**src/rtl/song_player_pkg.sv**
```systemverilog
// Shared definitions for the piano autoplay path.
// Contents: note code constants, song ROM word field positions, sequencer
// state encoding and a helper that maps a ROM note field to a buzzer code.
package song_player_pkg;

  // Note codes: 0 is silence, 1..21 are playable keys, 31 marks end of song.
  localparam logic [4:0] NOTE_REST = 5'd0;
  localparam logic [4:0] NOTE_MIN  = 5'd1;
  localparam logic [4:0] NOTE_MAX  = 5'd21;
  localparam logic [4:0] NOTE_END  = 5'd31;

  // Song ROM word layout: [7:3] note code, [2:0] duration minus one.
  localparam int NOTE_MSB = 7;
  localparam int NOTE_LSB = 3;
  localparam int DUR_MSB  = 2;
  localparam int DUR_LSB  = 0;

  typedef enum logic [2:0] {
    ST_IDLE   = 3'd0,
    ST_FETCH  = 3'd1,
    ST_LOAD   = 3'd2,
    ST_PLAY   = 3'd3,
    ST_GAP    = 3'd4,
    ST_PAUSED = 3'd5,
    ST_DONE   = 3'd6
  } state_e;

  // Codes outside 1..21 (0 and the unused 22..30) are played as a rest.
  function automatic logic [4:0] play_code(input logic [4:0] note);
    logic [4:0] code;
    if ((note >= NOTE_MIN) && (note <= NOTE_MAX)) begin
      code = note;
    end else begin
      code = NOTE_REST;
    end
    return code;
  endfunction

endpackage

```
**src/rtl/song_player_beat_timer.sv**
```systemverilog
// beat_timer: loadable down-counter shared by note duration and gap timing.
// Ports:
//   clk, rst  - clock, asynchronous active-high reset
//   load      - load load_val this cycle (takes priority over en)
//   en        - decrement by one while nonzero; count holds when low
//   load_val  - value to load
//   zero      - count currently equals zero
module beat_timer #(
  parameter int CNT_W = 8
) (
  input  logic             clk,
  input  logic             rst,
  input  logic             load,
  input  logic             en,
  input  logic [CNT_W-1:0] load_val,
  output logic             zero
);

  logic [CNT_W-1:0] count_q;
  logic [CNT_W-1:0] count_d;

  // Next count: load, decrement while enabled, otherwise hold.
  always_comb begin
    count_d = count_q;
    if (load) begin
      count_d = load_val;
    end else if (en && (count_q != {CNT_W{1'b0}})) begin
      count_d = count_q - {{(CNT_W-1){1'b0}}, 1'b1};
    end else begin
      count_d = count_q;
    end
  end

  // Count register.
  always_ff @(posedge clk or posedge rst) begin
    if (rst) begin
      count_q <= {CNT_W{1'b0}};
    end else begin
      count_q <= count_d;
    end
  end

  assign zero = (count_q == {CNT_W{1'b0}});

endmodule

```
**src/rtl/song_player.sv**
```systemverilog
// song_player: autoplay sequencer and buzzer arbiter for the piano note path.
// Walks a song ROM of {note,duration} words and drives the 5-bit note code to
// the buzzer while a song runs; passes the live keyboard note through otherwise.
// Ports:
//   clk, rst   - system clock, asynchronous active-high reset
//   start      - 1-cycle pulse, begin song song_sel (accepted only when idle)
//   stop       - abort playback, highest priority
//   pause      - level, hold playback (silent) while high
//   song_sel   - song index; section base = song_sel << (ADDR_W-2)
//   live_note  - keyboard note code
//   rom_addr   - synchronous song ROM address (1-cycle read latency)
//   rom_data   - ROM word: [7:3] note, [2:0] duration-1
//   note_out   - registered note code to the buzzer
//   busy       - high from start accept until return to idle
//   done       - 1-cycle pulse on normal song completion
module song_player
  import song_player_pkg::*;
#(
  parameter int TICK_CYCLES = 12_500_000,
  parameter int GAP_CYCLES  = 1_000_000,
  parameter int ADDR_W      = 8
) (
  input  logic              clk,
  input  logic              rst,
  input  logic              start,
  input  logic              stop,
  input  logic              pause,
  input  logic [1:0]        song_sel,
  input  logic [4:0]        live_note,
  output logic [ADDR_W-1:0] rom_addr,
  input  logic [7:0]        rom_data,
  output logic [4:0]        note_out,
  output logic              busy,
  output logic              done
);

  localparam int SEC_W = ADDR_W - 2;
  localparam int CNT_W = $clog2(8 * TICK_CYCLES + 1);
  localparam logic [CNT_W-1:0] TICK_V   = CNT_W'(TICK_CYCLES);
  localparam logic [CNT_W-1:0] GAP_LOAD = CNT_W'(GAP_CYCLES - 1);
  localparam logic [CNT_W-1:0] CNT_ONE  = {{(CNT_W-1){1'b0}}, 1'b1};

  state_e            state_q, state_d;
  state_e            ret_q, ret_d;
  logic [4:0]        note_lat_q, note_lat_d;
  logic [4:0]        note_out_q, note_out_d;
  logic [ADDR_W-1:0] rom_addr_q, rom_addr_d;
  logic              busy_q, busy_d;
  logic              done_q, done_d;

  logic              tmr_load;
  logic              tmr_en;
  logic [CNT_W-1:0]  tmr_val;
  logic              tmr_zero;

  logic [4:0]        rom_note;
  logic [2:0]        rom_dur;
  logic [CNT_W-1:0]  play_load;
  logic [ADDR_W-1:0] base_addr;
  logic              last_word;

  assign rom_note  = rom_data[NOTE_MSB:NOTE_LSB];
  assign rom_dur   = rom_data[DUR_MSB:DUR_LSB];
  // The timer counts down to zero inclusive, so load one less than the
  // number of cycles the note should sound.
  assign play_load = (({{(CNT_W-3){1'b0}}, rom_dur} + CNT_ONE) * TICK_V) - CNT_ONE;
  assign base_addr = {song_sel, {SEC_W{1'b0}}};
  assign last_word = &rom_addr_q[SEC_W-1:0];

  beat_timer #(
    .CNT_W (CNT_W)
  ) u_timer (
    .clk      (clk),
    .rst      (rst),
    .load     (tmr_load),
    .en       (tmr_en),
    .load_val (tmr_val),
    .zero     (tmr_zero)
  );

  // Sequencer next-state, buzzer arbitration and timer control.
  always_comb begin
    state_d    = state_q;
    ret_d      = ret_q;
    note_lat_d = note_lat_q;
    note_out_d = note_out_q;
    rom_addr_d = rom_addr_q;
    busy_d     = busy_q;
    done_d     = 1'b0;
    tmr_load   = 1'b0;
    tmr_en     = 1'b0;
    tmr_val    = {CNT_W{1'b0}};

    if (stop && (state_q != ST_IDLE)) begin
      state_d    = ST_IDLE;
      note_out_d = NOTE_REST;
      busy_d     = 1'b0;
      tmr_load   = 1'b1;
    end else begin
      case (state_q)
        ST_IDLE: begin
          note_out_d = live_note;
          if (start && !stop) begin
            rom_addr_d = base_addr;
            note_out_d = NOTE_REST;
            busy_d     = 1'b1;
            state_d    = ST_FETCH;
          end else begin
            state_d = ST_IDLE;
          end
        end
        ST_FETCH: begin
          note_out_d = NOTE_REST;
          state_d    = ST_LOAD;
        end
        ST_LOAD: begin
          if (rom_note == NOTE_END) begin
            note_out_d = NOTE_REST;
            done_d     = 1'b1;
            state_d    = ST_DONE;
          end else begin
            note_lat_d = play_code(rom_note);
            note_out_d = play_code(rom_note);
            tmr_load   = 1'b1;
            tmr_val    = play_load;
            state_d    = ST_PLAY;
          end
        end
        ST_PLAY: begin
          // Expiry beats pause; a cycle that enters pause still consumes
          // its count because the note was audible during it.
          if (tmr_zero) begin
            note_out_d = NOTE_REST;
            tmr_load   = 1'b1;
            tmr_val    = GAP_LOAD;
            state_d    = ST_GAP;
          end else if (pause) begin
            tmr_en     = 1'b1;
            note_out_d = NOTE_REST;
            ret_d      = ST_PLAY;
            state_d    = ST_PAUSED;
          end else begin
            tmr_en = 1'b1;
          end
        end
        ST_GAP: begin
          note_out_d = NOTE_REST;
          if (tmr_zero) begin
            if (last_word) begin
              done_d  = 1'b1;
              state_d = ST_DONE;
            end else begin
              rom_addr_d = rom_addr_q + {{(ADDR_W-1){1'b0}}, 1'b1};
              state_d    = ST_FETCH;
            end
          end else if (pause) begin
            tmr_en  = 1'b1;
            ret_d   = ST_GAP;
            state_d = ST_PAUSED;
          end else begin
            tmr_en = 1'b1;
          end
        end
        ST_PAUSED: begin
          if (!pause) begin
            state_d = ret_q;
            if (ret_q == ST_PLAY) begin
              note_out_d = note_lat_q;
            end else begin
              note_out_d = NOTE_REST;
            end
          end else begin
            note_out_d = NOTE_REST;
          end
        end
        ST_DONE: begin
          busy_d     = 1'b0;
          note_out_d = live_note;
          state_d    = ST_IDLE;
        end
        default: begin
          busy_d     = 1'b0;
          note_out_d = NOTE_REST;
          state_d    = ST_IDLE;
        end
      endcase
    end
  end

  // State and output registers.
  always_ff @(posedge clk or posedge rst) begin
    if (rst) begin
      state_q    <= ST_IDLE;
      ret_q      <= ST_PLAY;
      note_lat_q <= NOTE_REST;
      note_out_q <= NOTE_REST;
      rom_addr_q <= {ADDR_W{1'b0}};
      busy_q     <= 1'b0;
      done_q     <= 1'b0;
    end else begin
      state_q    <= state_d;
      ret_q      <= ret_d;
      note_lat_q <= note_lat_d;
      note_out_q <= note_out_d;
      rom_addr_q <= rom_addr_d;
      busy_q     <= busy_d;
      done_q     <= done_d;
    end
  end

  assign rom_addr = rom_addr_q;
  assign note_out = note_out_q;
  assign busy     = busy_q;
  assign done     = done_q;

endmodule

```
**config.mk**
```make
export PLATFORM = sky130hd
export DESIGN_NAME = song_player
export DESIGN_NICKNAME = d
export VERILOG_FILES = /design/src/rtl/song_player_pkg.sv /design/src/rtl/song_player_beat_timer.sv /design/src/rtl/song_player.sv
export SDC_FILE = /design/constraint.sdc
export NUM_CORES = 1
export LEC_CHECK = 0
export CORE_ASPECT_RATIO = 1.75
export CORE_UTILIZATION = 50
export CTS_CLUSTER_DIAMETER = 30
export CTS_CLUSTER_SIZE = 25
export DETAILED_ROUTE_END_ITERATION = 7
export PLACE_DENSITY = 0.68
export SYNTH_ARGS = -nofsm -noshare
export SYNTH_HDL_FRONTEND = slang
export SYNTH_HIERARCHICAL = 1
export SYNTH_SLANG_ARGS = --single-unit
```
**constraint.sdc**
```tcl
create_clock -name clk -period 4.2 [get_ports clk]
set_input_delay 1.05 -clock clk [delete_from_list [all_inputs] [get_ports clk]]
set_output_delay 1.05 -clock clk [all_outputs]
set_load 0.01 [all_outputs]
```
==> results of run 1 <==
==> routing by layer <==
metal / vias to the layer above / GRT usage (%)
li1: 2153 / -
met2: 134 / 55.2
met4: 0 / 19.0
met5: - / 0
met1: 2091 / 26.7
met3: 52 / 2.67
==> power groups by stage <==
| stage | registers [µW] | logic (µW) | clock network (µW) |
|---|---|---|---|
| after floorplan | 790 | 1030 | 0 |
| after global placement | 839 | 1480 | 0 |
| after detailed placement | 847 | 1520 | 0 |
| after CTS | 839 | 1590 | 423 |
| after global routing | 868 | 1850 | 444 |
| final | 841 | 1680 | 416 |
==> synth_stat cells, types with 3 or more instances <==
master | count | share of area, %
a21o_1 | 4 | 0.66
and2_1 | 5 | 0.69
o21ai_0 | 45 | 5.0
or4_1 | 6 | 0.99
buf_2 | 8 | 0.88
clkbuf_1 | 16 | 1.3
nand2_1 | 58 | 4.8
a211oi_1 | 7 | 1.2
a2111oi_0 | 3 | 0.58
nor2b_1 | 7 | 0.97
o31ai_1 | 6 | 0.99
and3_1 | 9 | 1.2
fa_1 | 8 | 3.5
o21a_1 | 7 | 1.2
a32o_1 | 4 | 0.88
nor4_1 | 8 | 1.1
inv_1 | 32 | 2.6
xor2_1 | 13 | 2.5
nand4_1 | 11 | 1.5
nand4b_1 | 4 | 0.77
nand3_1 | 21 | 2.3
o21ai_1 | 4 | 0.44
ha_1 | 30 | 8.3
or3_1 | 11 | 1.5
a21oi_1 | 35 | 3.9
nor3_1 | 16 | 1.8
nand2b_1 | 4 | 0.55
a31oi_1 | 8 | 1.1
dfrtp_1 | 51 | 28
xnor2_1 | 25 | 4.8
mux2_2 | 4 | 0.99
nor2_1 | 42 | 3.5
==> per-stage QoR <==
stage | setup TNS (ps) | hold WS (ps)
after global routing | -961 | 506
after floorplan | -1870 | 450
after detailed placement | -6810 | 469
final | -434 | 477
after CTS | -208 | 484
after global placement | -6110 | 461
==> sequential cells by signal, summed over array words and instances (netlist names) <==
register / count
note_lat_q: 5
done: 1
ret_q: 2
state_q: 3
note_out: 5
u_timer/count_q: 27
rom_addr: 8
busy: 1
==> path summary, 6_finish.rpt <==
path                                          from             endpoint  slack (ps)  depth (start not counted)
worst max-delay path                   rom_data[0]  u_timer/count_q[22]        -150                         18
worst min-delay path                   note_out[0]          note_out[0]         480                          2
worst max register to register  u_timer/count_q[0]  u_timer/count_q[22]         610                         14
worst min register to register         note_out[0]          note_out[0]         480                          2
max in group asynchronous                      rst  u_timer/count_q[19]        2140                          2
min in group asynchronous                      rst          note_out[1]        1330                          2
==> cell families after synthesis <==
logic type | Yosys count | share of synthesized area (%)
muxes | 6 | 1.43
DFF | 52 | 28.7
buffers and inverters | 57 | 5.11
adders and majority gates | 38 | 11.8
and+or+nand+nor | 215 | 25.0
AOI/OAI and AO/OA | 145 | 20.6
xor gates and xnor gates | 38 | 7.34
==> critical path, delay by kind of cell <==
family	cells	cell delay [ps]
XOR/XNOR	3	500
buffers and inverters	4	510
adder cells (fa/ha/maj)	4	1320
AO/OA/AOI/OAI	3	590
AND/OR/NAND/NOR	4	500
==> final cells by class <==
class	instances	area [µm²]	area share, %
clock buffer	8	146	2.50
inverter	32	124	2.12
multi-input combinational	442	3250	55.6
sequential	52	1300	22.3
tap	117	146	2.50
timing repair buffer	101	875	15.0
==> repair_timing <==
item,CTS,global route
buffers inserted,5,7
setup endpoints to repair,9,6
endpoints found under the hold margin,0,0
pin swaps,23,25
gates resized for setup,35,21
==> cell usage in the layout, fill, tap and decap left out, types with 5 or more instances in the layout <==
cell	synthesis	routed
o21ai_0	45	42
nor2_1	42	41
xor2_1	13	11
nand4_1	11	11
nor4_1	8	7
a31oi_1	8	8
ha_4	0	7
or3_1	11	11
buf_4	0	60
xnor2_1	25	21
o21a_1	7	7
a21oi_1	35	32
nand2_1	58	57
o21ai_1	4	7
o31ai_1	6	6
and3_1	9	8
fa_1	8	5
ha_1	30	22
buf_6	1	7
clkdlybuf4s50_1	0	31
a211oi_1	7	7
or4_1	6	6
nand3_1	21	21
nor3_1	16	14
nor2b_1	7	7
dfrtp_1	51	51
inv_1	32	28
and2_1	5	5
clkbuf_16	0	5
==> summary.txt, run 1 <==
SYNTH
---------------------------------------------------------------------------
Avg Inst Size Synth                                                8.23 µm²
Mapped cell area                                                   4530 µm²
Primary FF master, synth                                            dfrtp_1
#FFs+latches synth                                                       52
Mapped Cells                                                            551
Number of library cell types mapped by synthesis                         63
Sequential cell area fraction in the yosys report                     28.7%
Syn Nets                                                                609
Asr flop ratio synth                                                   100%
Number of synthesized flops with an enable pin                            0
Number of warnings printed during yosys synthesis                         6

RUN
---------------------------------------------------------------------------
Count of max-cap constraint violations                                    0

CRITICAL PATH
---------------------------------------------------------------------------
Biggest cell delay along the critical path                           570 ps
Crit path cell chain                                           buf_8, ha_4, xnor2_4, inv_2, buf_4, fa_2, fa_1, ha_4, a21o_1, a221oi_4, buf_6, xor2_4, and3_4, nand4_4, xnor2_1, nor2_1, nor2_1, a31oi_1
Slowest cell on the critical path                                      fa_1
Kind of end point of the critical path                             register
Startpoint-to-endpoint class of the critical path              input port to register
Arrival time at the worst endpoint                                  4480 ps
Req. time, crit path                                                4330 ps
Nature of the critical path startpoint                           input port
Top fanout value on the critical path                                     3

GRT
---------------------------------------------------------------------------
Global-route total usage across every layer                           28.5%
Total overflow reported by the global router                              0
Via count of the first global-routing pass                             4518
Pin count of the biggest net entering global routing                     31
Global-route wire length before repair                             20700 µm
Initial antenna violation count                                           0

FINAL LAYOUT
---------------------------------------------------------------------------
Final design utilization                                              67.0%
Layout cell share with drive strength beyond 1                        19.8%
Antenna fix cells                                                         0
Count of nets after finishing                                           692
Layout Area Growth over Synthesis                                     29.0%
Count of non-filler cells in the finished layout                        752
Final standard cell area without fillers                           5850 µm²
Number of filler instances in the final layout                          727

FLOORPLAN
---------------------------------------------------------------------------
Count of standard-cell rows                                              45
CORE AREA                                                          8730 µm²
I/O Pins                                                                 35
Horizontal extent of the die                                        74.0 µm
Initial cell density of the core                                      52.0%
Die Area                                                           9470 µm²
Height of the die                                                    128 µm

TIMING
---------------------------------------------------------------------------
Final Hold Vio Count                                                      0
Final worst-path setup slack                                        -147 ps
Slew margin rel.                                                      25.9%
Final Max Tran Viols                                                      0
Unrepaired setup endpoints after global routing                         yes
Period minus WS final                                               4350 ps
Clock skew after layout                                             3.38 ps
Final cycle utilization of the critical path                           104%
Slew of the pin with the lowest slew margin                         1110 ps
Fmax                                                                230 MHz
Number of failing setup endpoints in the final timing report              4

HOLD PATH
---------------------------------------------------------------------------
Class of the worst hold path                                   register to register

CLOCK NETWORK
---------------------------------------------------------------------------
TritonCTS clock tree                                                  built
Maximum buffer depth of the clock tree                                    2
Clock root buffer                                                 clkbuf_16
Clk sink count                                                           52
Clock transition at path regs                                         60 ps
TritonCTS Buffers                                                         5
Number of levels in the clock H-tree                                      2
Insertion delay to the later sink of the worst-skew pair             290 ps
Total of hold buffers inserted after clock tree synthesis                 0

DRT
---------------------------------------------------------------------------
DR WL/cell                                                          17.0 µm
Uppermost signal routing layer after detailed routing                  met4
Post-DRT Antenna Nets                                                     0
Final routed wirelength across all metal layers                    12800 µm
Total met3 wirelength after detailed routing                         369 µm
DR vias/cell                                                           5.89
Detailed router's first-iteration violation count                       233
Length of routed met2 wiring                                        7240 µm
Number of vias in the routed layout                                    4430
Met1 routed wirelength after detailed routing                       4360 µm
Post-detailed-route DRC marker count                                      0
Number of iterations in the first detailed-routing pass                   7

PWR
---------------------------------------------------------------------------
Clock Power Share                                                     14.1%
Power Density                                                    503 nW/µm²
Cell leakage power                                               0.00249 µW
Sequential group share of total power                                 28.6%
Internal cell power                                                 1660 µW
Switching component of the power                                    1280 µW
Logic pwr share                                                       57.2%
Net switching fraction of the power                                   43.5%
Total power consumption of the routed design                        2940 µW
Peak supply drop                                                     228 µV

PLACEMENT
---------------------------------------------------------------------------
Placement-stage worst setup slack                                   -972 ps
Number of buffer cells added on primary ports                            34
Estimated wirelength of the detail-placed design                    9850 µm
Placer congestion estimate                                            0.930
Instance area at placement                                         5400 µm²
Cell total after placement                                              734

STATUS
---------------------------------------------------------------------------
Failing checks                                                 negative setup slack
Outcome                                                        finished with violations

(Power assumes the default switching activity.)
==> run 2: changes to the inputs <==
--- a/config.mk
+++ b/config.mk
@@ -10,6 +10,7 @@
 export CTS_CLUSTER_DIAMETER = 30
 export CTS_CLUSTER_SIZE = 25
 export DETAILED_ROUTE_END_ITERATION = 7
+export GPL_ROUTABILITY_DRIVEN = 0
 export PLACE_DENSITY = 0.68
 export SYNTH_ARGS = -nofsm -noshare
 export SYNTH_HDL_FRONTEND = slang
==> run 2 against run 1 <==
Net effect:
- the flow still finishes with violations (negative setup slack)
- global-route usage decreased by 0.17 points
- cell count decreased by 0.13%
- worst setup slack got worse by 1.1 ps
- register-to-register slack improved by 100 ps
- worst hold slack improved by 1.5 ps
- routed wire length increased by 0.41%
- combinational power about the same
- sequential power about the same
- clock skew increased by 1.5 ps
- power increased by 0.29%
- non-clock buffer count decreased by 1
- critical path depth unchanged
==> summary.txt, run 2 (same netlist as run 1, synthesis figures left out) <==
CRITICAL PATH
---------------------------------------------------------------------------
Req. time, crit path                                                4410 ps   was 4330 ps
Top fanout value on the critical path                                     4   was 3
Slowest cell on the critical path                                      fa_1   unchanged
Arrival time at the worst endpoint                                  4560 ps   was 4480 ps
Kind of cell adding the most delay to the critical path         adder cells   unchanged
WP buf/inv                                                                4   unchanged
Biggest cell delay along the critical path                           610 ps   was 570 ps
Crit path cell chain                                           buf_8, ha_4, xnor2_4, inv_2, buf_4, ha_1, fa_1, ha_4, a21o_1, a221oi_4, buf_6, xor2_2, and3_4, nand4_4, xnor2_2, nor2_1, nor2_1, a31oi_1   was buf_8, ha_4, xnor2_4, inv_2, buf_4, fa_2, fa_1, ha_4, a21o_1, a221oi_4, buf_6, xor2_4, and3_4, nand4_4, xnor2_1, nor2_1, nor2_1, a31oi_1
Startpoint-to-endpoint class of the critical path              input port to register   unchanged
Kind of end point of the critical path                             register   unchanged
Nature of the critical path startpoint                           input port   unchanged

DRT
---------------------------------------------------------------------------
Post-detailed-route DRC marker count                                      0   unchanged
Number of vias in the routed layout                                    4435   was 4430
Final routed wirelength across all metal layers                    12900 µm   was 12800 µm
Detailed router's first-iteration violation count                       280   was 233
DR WL/cell                                                          17.1 µm   was 17.0 µm
DR vias/cell                                                           5.91   was 5.89
Number of iterations in the first detailed-routing pass                   7   unchanged
Post-DRT Antenna Nets                                                     0   unchanged

FINAL LAYOUT
---------------------------------------------------------------------------
Max reg flops                                                            27   unchanged
Count of nets after finishing                                           691   was 692
Final standard cell area without fillers                           5800 µm²   was 5850 µm²
Antenna fix cells                                                         0   unchanged
Footprint of the multi-input gates                                 3230 µm²   was 3250 µm²
Number of filler instances in the final layout                          745   was 727
Layout Area Growth over Synthesis                                     28.0%   was 29.0%
Layout cell share with drive strength beyond 1                        19.6%   was 19.8%
Most common cell after layout, fill and taps aside                    buf_4   unchanged
Largest reg by FF count                                        u_timer/count_q   unchanged
Most frequent cells in the layout                              61 x buf_4, 57 x nand2_1, 51 x dfrtp_1   was 60 x buf_4, 57 x nand2_1, 51 x dfrtp_1
Reg area                                                           1300 µm²   unchanged

HOLD PATH
---------------------------------------------------------------------------
Class of the worst hold path                                   register to register   unchanged

FLOORPLAN
---------------------------------------------------------------------------
Initial cell density of the core                                      52.0%   unchanged
Count of standard-cell rows                                              45   unchanged
Horizontal extent of the die                                        74.0 µm   unchanged
CORE AREA                                                          8730 µm²   unchanged
Height of the die                                                    128 µm   unchanged
I/O Pins                                                                 35   unchanged
Die Area                                                           9470 µm²   unchanged

TIMING
---------------------------------------------------------------------------
Number of failing setup endpoints in the final timing report              4   unchanged
Clock skew after layout                                             4.85 ps   was 3.38 ps
Slew of the pin with the lowest slew margin                         1020 ps   was 1110 ps
Final Hold Vio Count                                                      0   unchanged
Final cycle utilization of the critical path                           104%   about the same
Period minus WS final                                               4350 ps   about the same
Unrepaired setup endpoints after global routing                         yes   unchanged
Final sum of negative setup slack                                   -448 ps   was -434 ps
Slew margin rel.                                                      32.1%   was 25.9%
Fmax                                                                230 MHz   about the same
Final worst-path setup slack                                        -149 ps   was -147 ps
Final Max Tran Viols                                                      0   unchanged

CLOCK NETWORK
---------------------------------------------------------------------------
Clock transition at path regs                                         60 ps   about the same
TritonCTS clock tree                                                  built   unchanged
Insertion delay to the later sink of the worst-skew pair             290 ps   about the same
Number of levels in the clock H-tree                                      2   unchanged
Clock root buffer                                                 clkbuf_16   unchanged
Maximum buffer depth of the clock tree                                    2   unchanged
TritonCTS Buffers                                                         5   unchanged
Clk sink count                                                           52   unchanged

PLACEMENT
---------------------------------------------------------------------------
Placement-stage worst setup slack                                   -995 ps   was -972 ps
Number of buffer cells added on primary ports                            34   unchanged
Estimated wirelength of the detail-placed design                    9930 µm   was 9850 µm
Instance area at placement                                         5410 µm²   was 5400 µm²

GRT
---------------------------------------------------------------------------
Initial antenna violation count                                           0   unchanged
Global-route total usage across every layer                           28.4%   was 28.5%
Pin count of the biggest net entering global routing                     31   unchanged
Via count of the first global-routing pass                             4437   was 4518
Global-route wire length before repair                             20600 µm   was 20700 µm
Total overflow reported by the global router                              0   unchanged

PWR
---------------------------------------------------------------------------
Power Density                                                    508 nW/µm²   was 503 nW/µm²
Total power consumption of the routed design                        2950 µW   was 2940 µW
Peak supply drop                                                     265 µV   was 228 µV
Cell leakage power                                               0.00248 µW   was 0.00249 µW

STATUS
---------------------------------------------------------------------------
Outcome                                                        finished with violations   unchanged
Failing checks                                                 negative setup slack   unchanged

RUN
---------------------------------------------------------------------------
Count of max-cap constraint violations                                    0   unchanged

-- run 2: final cells by class --
class / instances / area share [%]
Inverter: 32 / 2.14
Sequential cell: 52 / 22.4
Clock buffer: 6 / 2.22
Tap cell: 117 / 2.52
Timing Repair Buffer: 100 / 14.8
Clock inverter: 2 / 0.216
Multi-Input combinational cell: 442 / 55.7
-- run 2: worst reg2reg max path, stage by stage, from the launching register on --
cell and delay (ps):
dfrtp_1 400, inv_1 60, ha_1 270, or4b_2 260, nor4_4 40, buf_4 180, and2_1 210, nor2_1 210
a21boi_0 210, buf_4 190, inv_1 130, nor3_1 470, nand3_1 240, or3_1 350, a31oi_1 190
-- run 2: where the power goes --
group	total, µW	internal [µW]	switching (µW)
sequential	841	650	190
combinational	1700	788	914
clock	405	220	184
total	2950	1660	1290
-- run 2: repair_timing --
action                     4_1_cts  5_1_grt
setup endpoints to repair        9        5
hold endpoints to repair         0        0
pin swaps                       23       21
hold buffers                     0        0
buffers inserted                 6        3
resized for setup               38       12
-- run 2: per-stage QoR --
stage          std cells  hold slack (ps)  util (%)
2_1_floorplan        551              450         -
3_3_place_gp         735              463      62.0
3_5_place_dp         735              470      62.0
4_1_cts              749              485      65.4
5_1_grt              751              499      66.5
6_report             751              478      66.5
-- run 2: path summary, 6_finish.rpt --
| path | from | endpoint | slack, ps | depth (start not counted) |
|---|---|---|---|---|
| worst max-delay path | rom_data[0] | u_timer/count_q[22] | -150 | 18 |
| worst min-delay path | note_out[0] | note_out[0] | 480 | 2 |
| min in group asynchronous | rst | note_lat_q[1] | 1320 | 2 |
| worst max register to register | u_timer/count_q[0] | u_timer/count_q[22] | 710 | 14 |
| max in group asynchronous | rst | u_timer/count_q[22] | 2230 | 2 |
| worst min register to register | note_out[0] | note_out[0] | 480 | 2 |
-- run 2: layer usage --
metal	part of all wire [%]	wire length, µm	track usage, %
met3	3.3	429	2.99
met2	57	7340	55.6
met1	34	4360	26.8
met5	0	0	0
met4	5.7	731	16.4
==> run 3: changes to the inputs <==
--- a/config.mk
+++ b/config.mk
@@ -11,6 +11,7 @@
 export CTS_CLUSTER_SIZE = 25
 export DETAILED_ROUTE_END_ITERATION = 7
 export GPL_ROUTABILITY_DRIVEN = 0
+export HOLD_SLACK_MARGIN = 0.08
 export PLACE_DENSITY = 0.68
 export SYNTH_ARGS = -nofsm -noshare
 export SYNTH_HDL_FRONTEND = slang
==> constraint.sdc (replaced) <==
create_clock -name clk -period 5.45 [get_ports clk]
set_input_delay 1.3625 -clock clk [delete_from_list [all_inputs] [get_ports clk]]
set_output_delay 1.3625 -clock clk [all_outputs]
set_load 0.01 [all_outputs]
==> run 3 against run 2 <==
Net effect:
- the run now ends clean
- sequential share of layout area is 2.0 points higher
- clock skew up 4.1 ps
- die area stayed put
- highest routed layer unchanged
- largest cell class unchanged
- sequential cell count stayed put
- largest power group unchanged
==> summary.txt, run 3 (same netlist as run 1, synthesis figures left out) <==
CLOCK NETWORK
---------------------------------------------------------------------------
TritonCTS clock tree                                                  built   unchanged
Maximum buffer depth of the clock tree                                    2   unchanged
Insertion delay to the later sink of the worst-skew pair             300 ps   was 290 ps
Clk sink count                                                           52   unchanged
Number of levels in the clock H-tree                                      2   unchanged
Clock root buffer                                                 clkbuf_16   unchanged
TritonCTS Buffers                                                         5   unchanged
Clock transition at path regs                                         70 ps   was 60 ps

FINAL LAYOUT
---------------------------------------------------------------------------
Count of nets after finishing                                           658   was 691
Final standard cell area without fillers                           5340 µm²   was 5800 µm²
Final design utilization                                              61.1%   was 66.5%
Number of filler instances in the final layout                          796   was 745
Most frequent cells in the layout                              58 x nand2_1, 51 x dfrtp_1, 44 x o21ai_0   was 61 x buf_4, 57 x nand2_1, 51 x dfrtp_1
Layout cell share with drive strength beyond 1                        10.8%   was 19.6%
Largest reg by FF count                                        u_timer/count_q   unchanged
Max reg flops                                                            27   unchanged
Most common cell after layout, fill and taps aside                  nand2_1   was buf_4
Antenna fix cells                                                         0   unchanged
Layout Area Growth over Synthesis                                     17.7%   was 28.0%
Count of non-filler cells in the finished layout                        717   was 751

TIMING
---------------------------------------------------------------------------
Fmax                                                                191 MHz
Period minus WS final                                               5230 ps
Clock skew after layout                                             8.97 ps   was 4.85 ps
Final Max Tran Viols                                                      0   unchanged
Slew of the pin with the lowest slew margin                         1150 ps   was 1020 ps
Number of failing setup endpoints in the final timing report              0   was 4
Final Hold Vio Count                                                      0   unchanged
Slew margin rel.                                                      22.9%   was 32.1%
Final cycle utilization of the critical path                          96.0%

PWR
---------------------------------------------------------------------------
Internal cell power                                                 1160 µW   was 1660 µW
Power Density                                                    393 nW/µm²   was 508 nW/µm²
Switching component of the power                                     932 µW   was 1290 µW
Cell leakage power                                               0.00226 µW   was 0.00248 µW
Clock Power Share                                                     14.6%   was 13.7%
Logic pwr share                                                       54.4%   was 57.7%
Peak supply drop                                                     205 µV   was 265 µV
Net switching fraction of the power                                   44.5%   was 43.7%
Sequential group share of total power                                 31.0%   was 28.5%

FLOORPLAN
---------------------------------------------------------------------------
Height of the die                                                    128 µm   unchanged
Initial cell density of the core                                      52.0%   unchanged
Die Area                                                           9470 µm²   unchanged
CORE AREA                                                          8730 µm²   unchanged
Count of standard-cell rows                                              45   unchanged
Horizontal extent of the die                                        74.0 µm   unchanged
I/O Pins                                                                 35   unchanged

GRT
---------------------------------------------------------------------------
Pin count of the biggest net entering global routing                     32   was 31
Total overflow reported by the global router                              0   unchanged
Global-route wire length before repair                             19700 µm   was 20600 µm
Via count of the first global-routing pass                             4265   was 4437
Global-route total usage across every layer                           26.9%   was 28.4%
Initial antenna violation count                                           0   unchanged

HOLD PATH
---------------------------------------------------------------------------
Class of the worst hold path                                   register to register   unchanged

CRITICAL PATH
---------------------------------------------------------------------------
Top fanout value on the critical path                                     9   was 4
Kind of end point of the critical path                             register   unchanged
Startpoint-to-endpoint class of the critical path              input port to register   unchanged
Crit path cell chain                                           clkdlybuf4s50_1, buf_4, inv_1, ha_4, fa_2, fa_1, inv_1, ha_1, a21o_1, a221oi_4, nor4_1, nor4_2, buf_4, mux2i_2, o21a_1, nor3_1, nand2_1, o21ai_0   was buf_8, ha_4, xnor2_4, inv_2, buf_4, ha_1, fa_1, ha_4, a21o_1, a221oi_4, buf_6, xor2_2, and3_4, nand4_4, xnor2_2, nor2_1, nor2_1, a31oi_1
Slowest cell on the critical path                                      fa_1   unchanged
Biggest cell delay along the critical path                           540 ps   was 610 ps
Nature of the critical path startpoint                           input port   unchanged
Req. time, crit path                                                5610 ps   was 4410 ps
Arrival time at the worst endpoint                                  5400 ps   was 4560 ps

RUN
---------------------------------------------------------------------------
Count of max-cap constraint violations                                    0   unchanged

DRT
---------------------------------------------------------------------------
Post-detailed-route DRC marker count                                      0   unchanged
DR WL/cell                                                          16.8 µm   was 17.1 µm
Post-DRT Antenna Nets                                                     0   unchanged
Final routed wirelength across all metal layers                    12100 µm   was 12900 µm
Number of vias in the routed layout                                    4321   was 4435
Number of iterations in the first detailed-routing pass                   7   unchanged
Detailed router's first-iteration violation count                       325   was 280
DR vias/cell                                                           6.03   was 5.91

PLACEMENT
---------------------------------------------------------------------------
Number of buffer cells added on primary ports                            34   unchanged
Instance area at placement                                         5150 µm²   was 5410 µm²
Cell total after placement                                              709   was 735
Estimated wirelength of the detail-placed design                    9390 µm   was 9930 µm

STATUS
---------------------------------------------------------------------------
Outcome                                                        finished clean   was finished with violations

run 3: changes by cell type in the layout (fill, tap and decap cells not counted), moves of 3 or more:
cell / before / now
ha_1: 22 / 27
buf_4: 61 / 33
o21ai_0: 41 / 44
xnor2_2: 4 / 1
ha_4: 7 / 2
clkdlybuf4s50_1: 31 / 34
buf_6: 6 / 0
xnor2_1: 20 / 24
o21ai_1: 8 / 5
inv_1: 28 / 31
run 3: layout make-up:
class                           instances  area [µm²]  share of cell area (%)
Timing Repair Buffer                   67         588                    11.0
Inverter                               32         120                    2.25
Sequential cell                        52        1300                    24.4
Tap cell                              117         146                    2.74
Multi-Input combinational cell        442        3040                    57.0
Clock inverter                          2        12.5                   0.234
Clock buffer                            5         125                    2.34
run 3: per-stage QoR:
stage / hold WS, ps / power, µW / setup TNS, ps / worst slack (ps)
2_1_floorplan: 450 / 1390 / 0 / 210
3_3_place_gp: 461 / 1730 / -59.1 / -59.1
3_5_place_dp: 469 / 1760 / -366 / -175
4_1_cts: 485 / 2080 / 0 / 128
5_1_grt: 512 / 2260 / -15.4 / -15.4
6_report: 480 / 2100 / 0 / 218
run 3: final timing paths:
check	startpoint	to	slack, ps	cells after the start
hold reg to reg	note_out[1]	note_out[1]	480	2
setup / recovery	rom_data[0]	u_timer/count_q[26]	220	18
hold / removal	note_out[1]	note_out[1]	480	2
max in group asynchronous	rst	u_timer/count_q[18]	3110	2
setup reg to reg	u_timer/count_q[0]	u_timer/count_q[18]	1460	11
min in group asynchronous	rst	note_out[3]	1630	2
run 3: worst max-delay path, delay by kind of cell:
kind | cells | cell delay (ps)
buffers and inverters | 5 | 980
AND/OR/NAND/NOR | 4 | 480
adder cells (fa/ha/maj) | 4 | 1570
multiplexers | 1 | 230
AO/OA/AOI/OAI | 4 | 760
run 3: repair_timing:
action	CTS	global route
setup buffers	0	1
hold buffers	0	0
gates resized for setup	0	9
endpoints found under the setup margin	0	3
run 3: power groups by stage:
stage          Clock (µW)  Combinational (µW)  Sequential, µW
6_report              307                1140             649
5_1_grt               328                1260             666
3_5_place_dp            0                1110             652
2_1_floorplan           0                 779             609
4_1_cts               312                1120             646
3_3_place_gp            0                1090             645
run 3: per-layer routing:
layer / track usage (%) / share of wire (%) / routed length [µm] / up-vias
met5: 0 / 0 / 0 / -
met4: 14.3 / 4.8 / 583 / 0
met3: 3.38 / 3.5 / 420 / 53
li1: - / - / - / 2079
met2: 51.0 / 55 / 6680 / 152
met1: 27.3 / 36 / 4380 / 2037
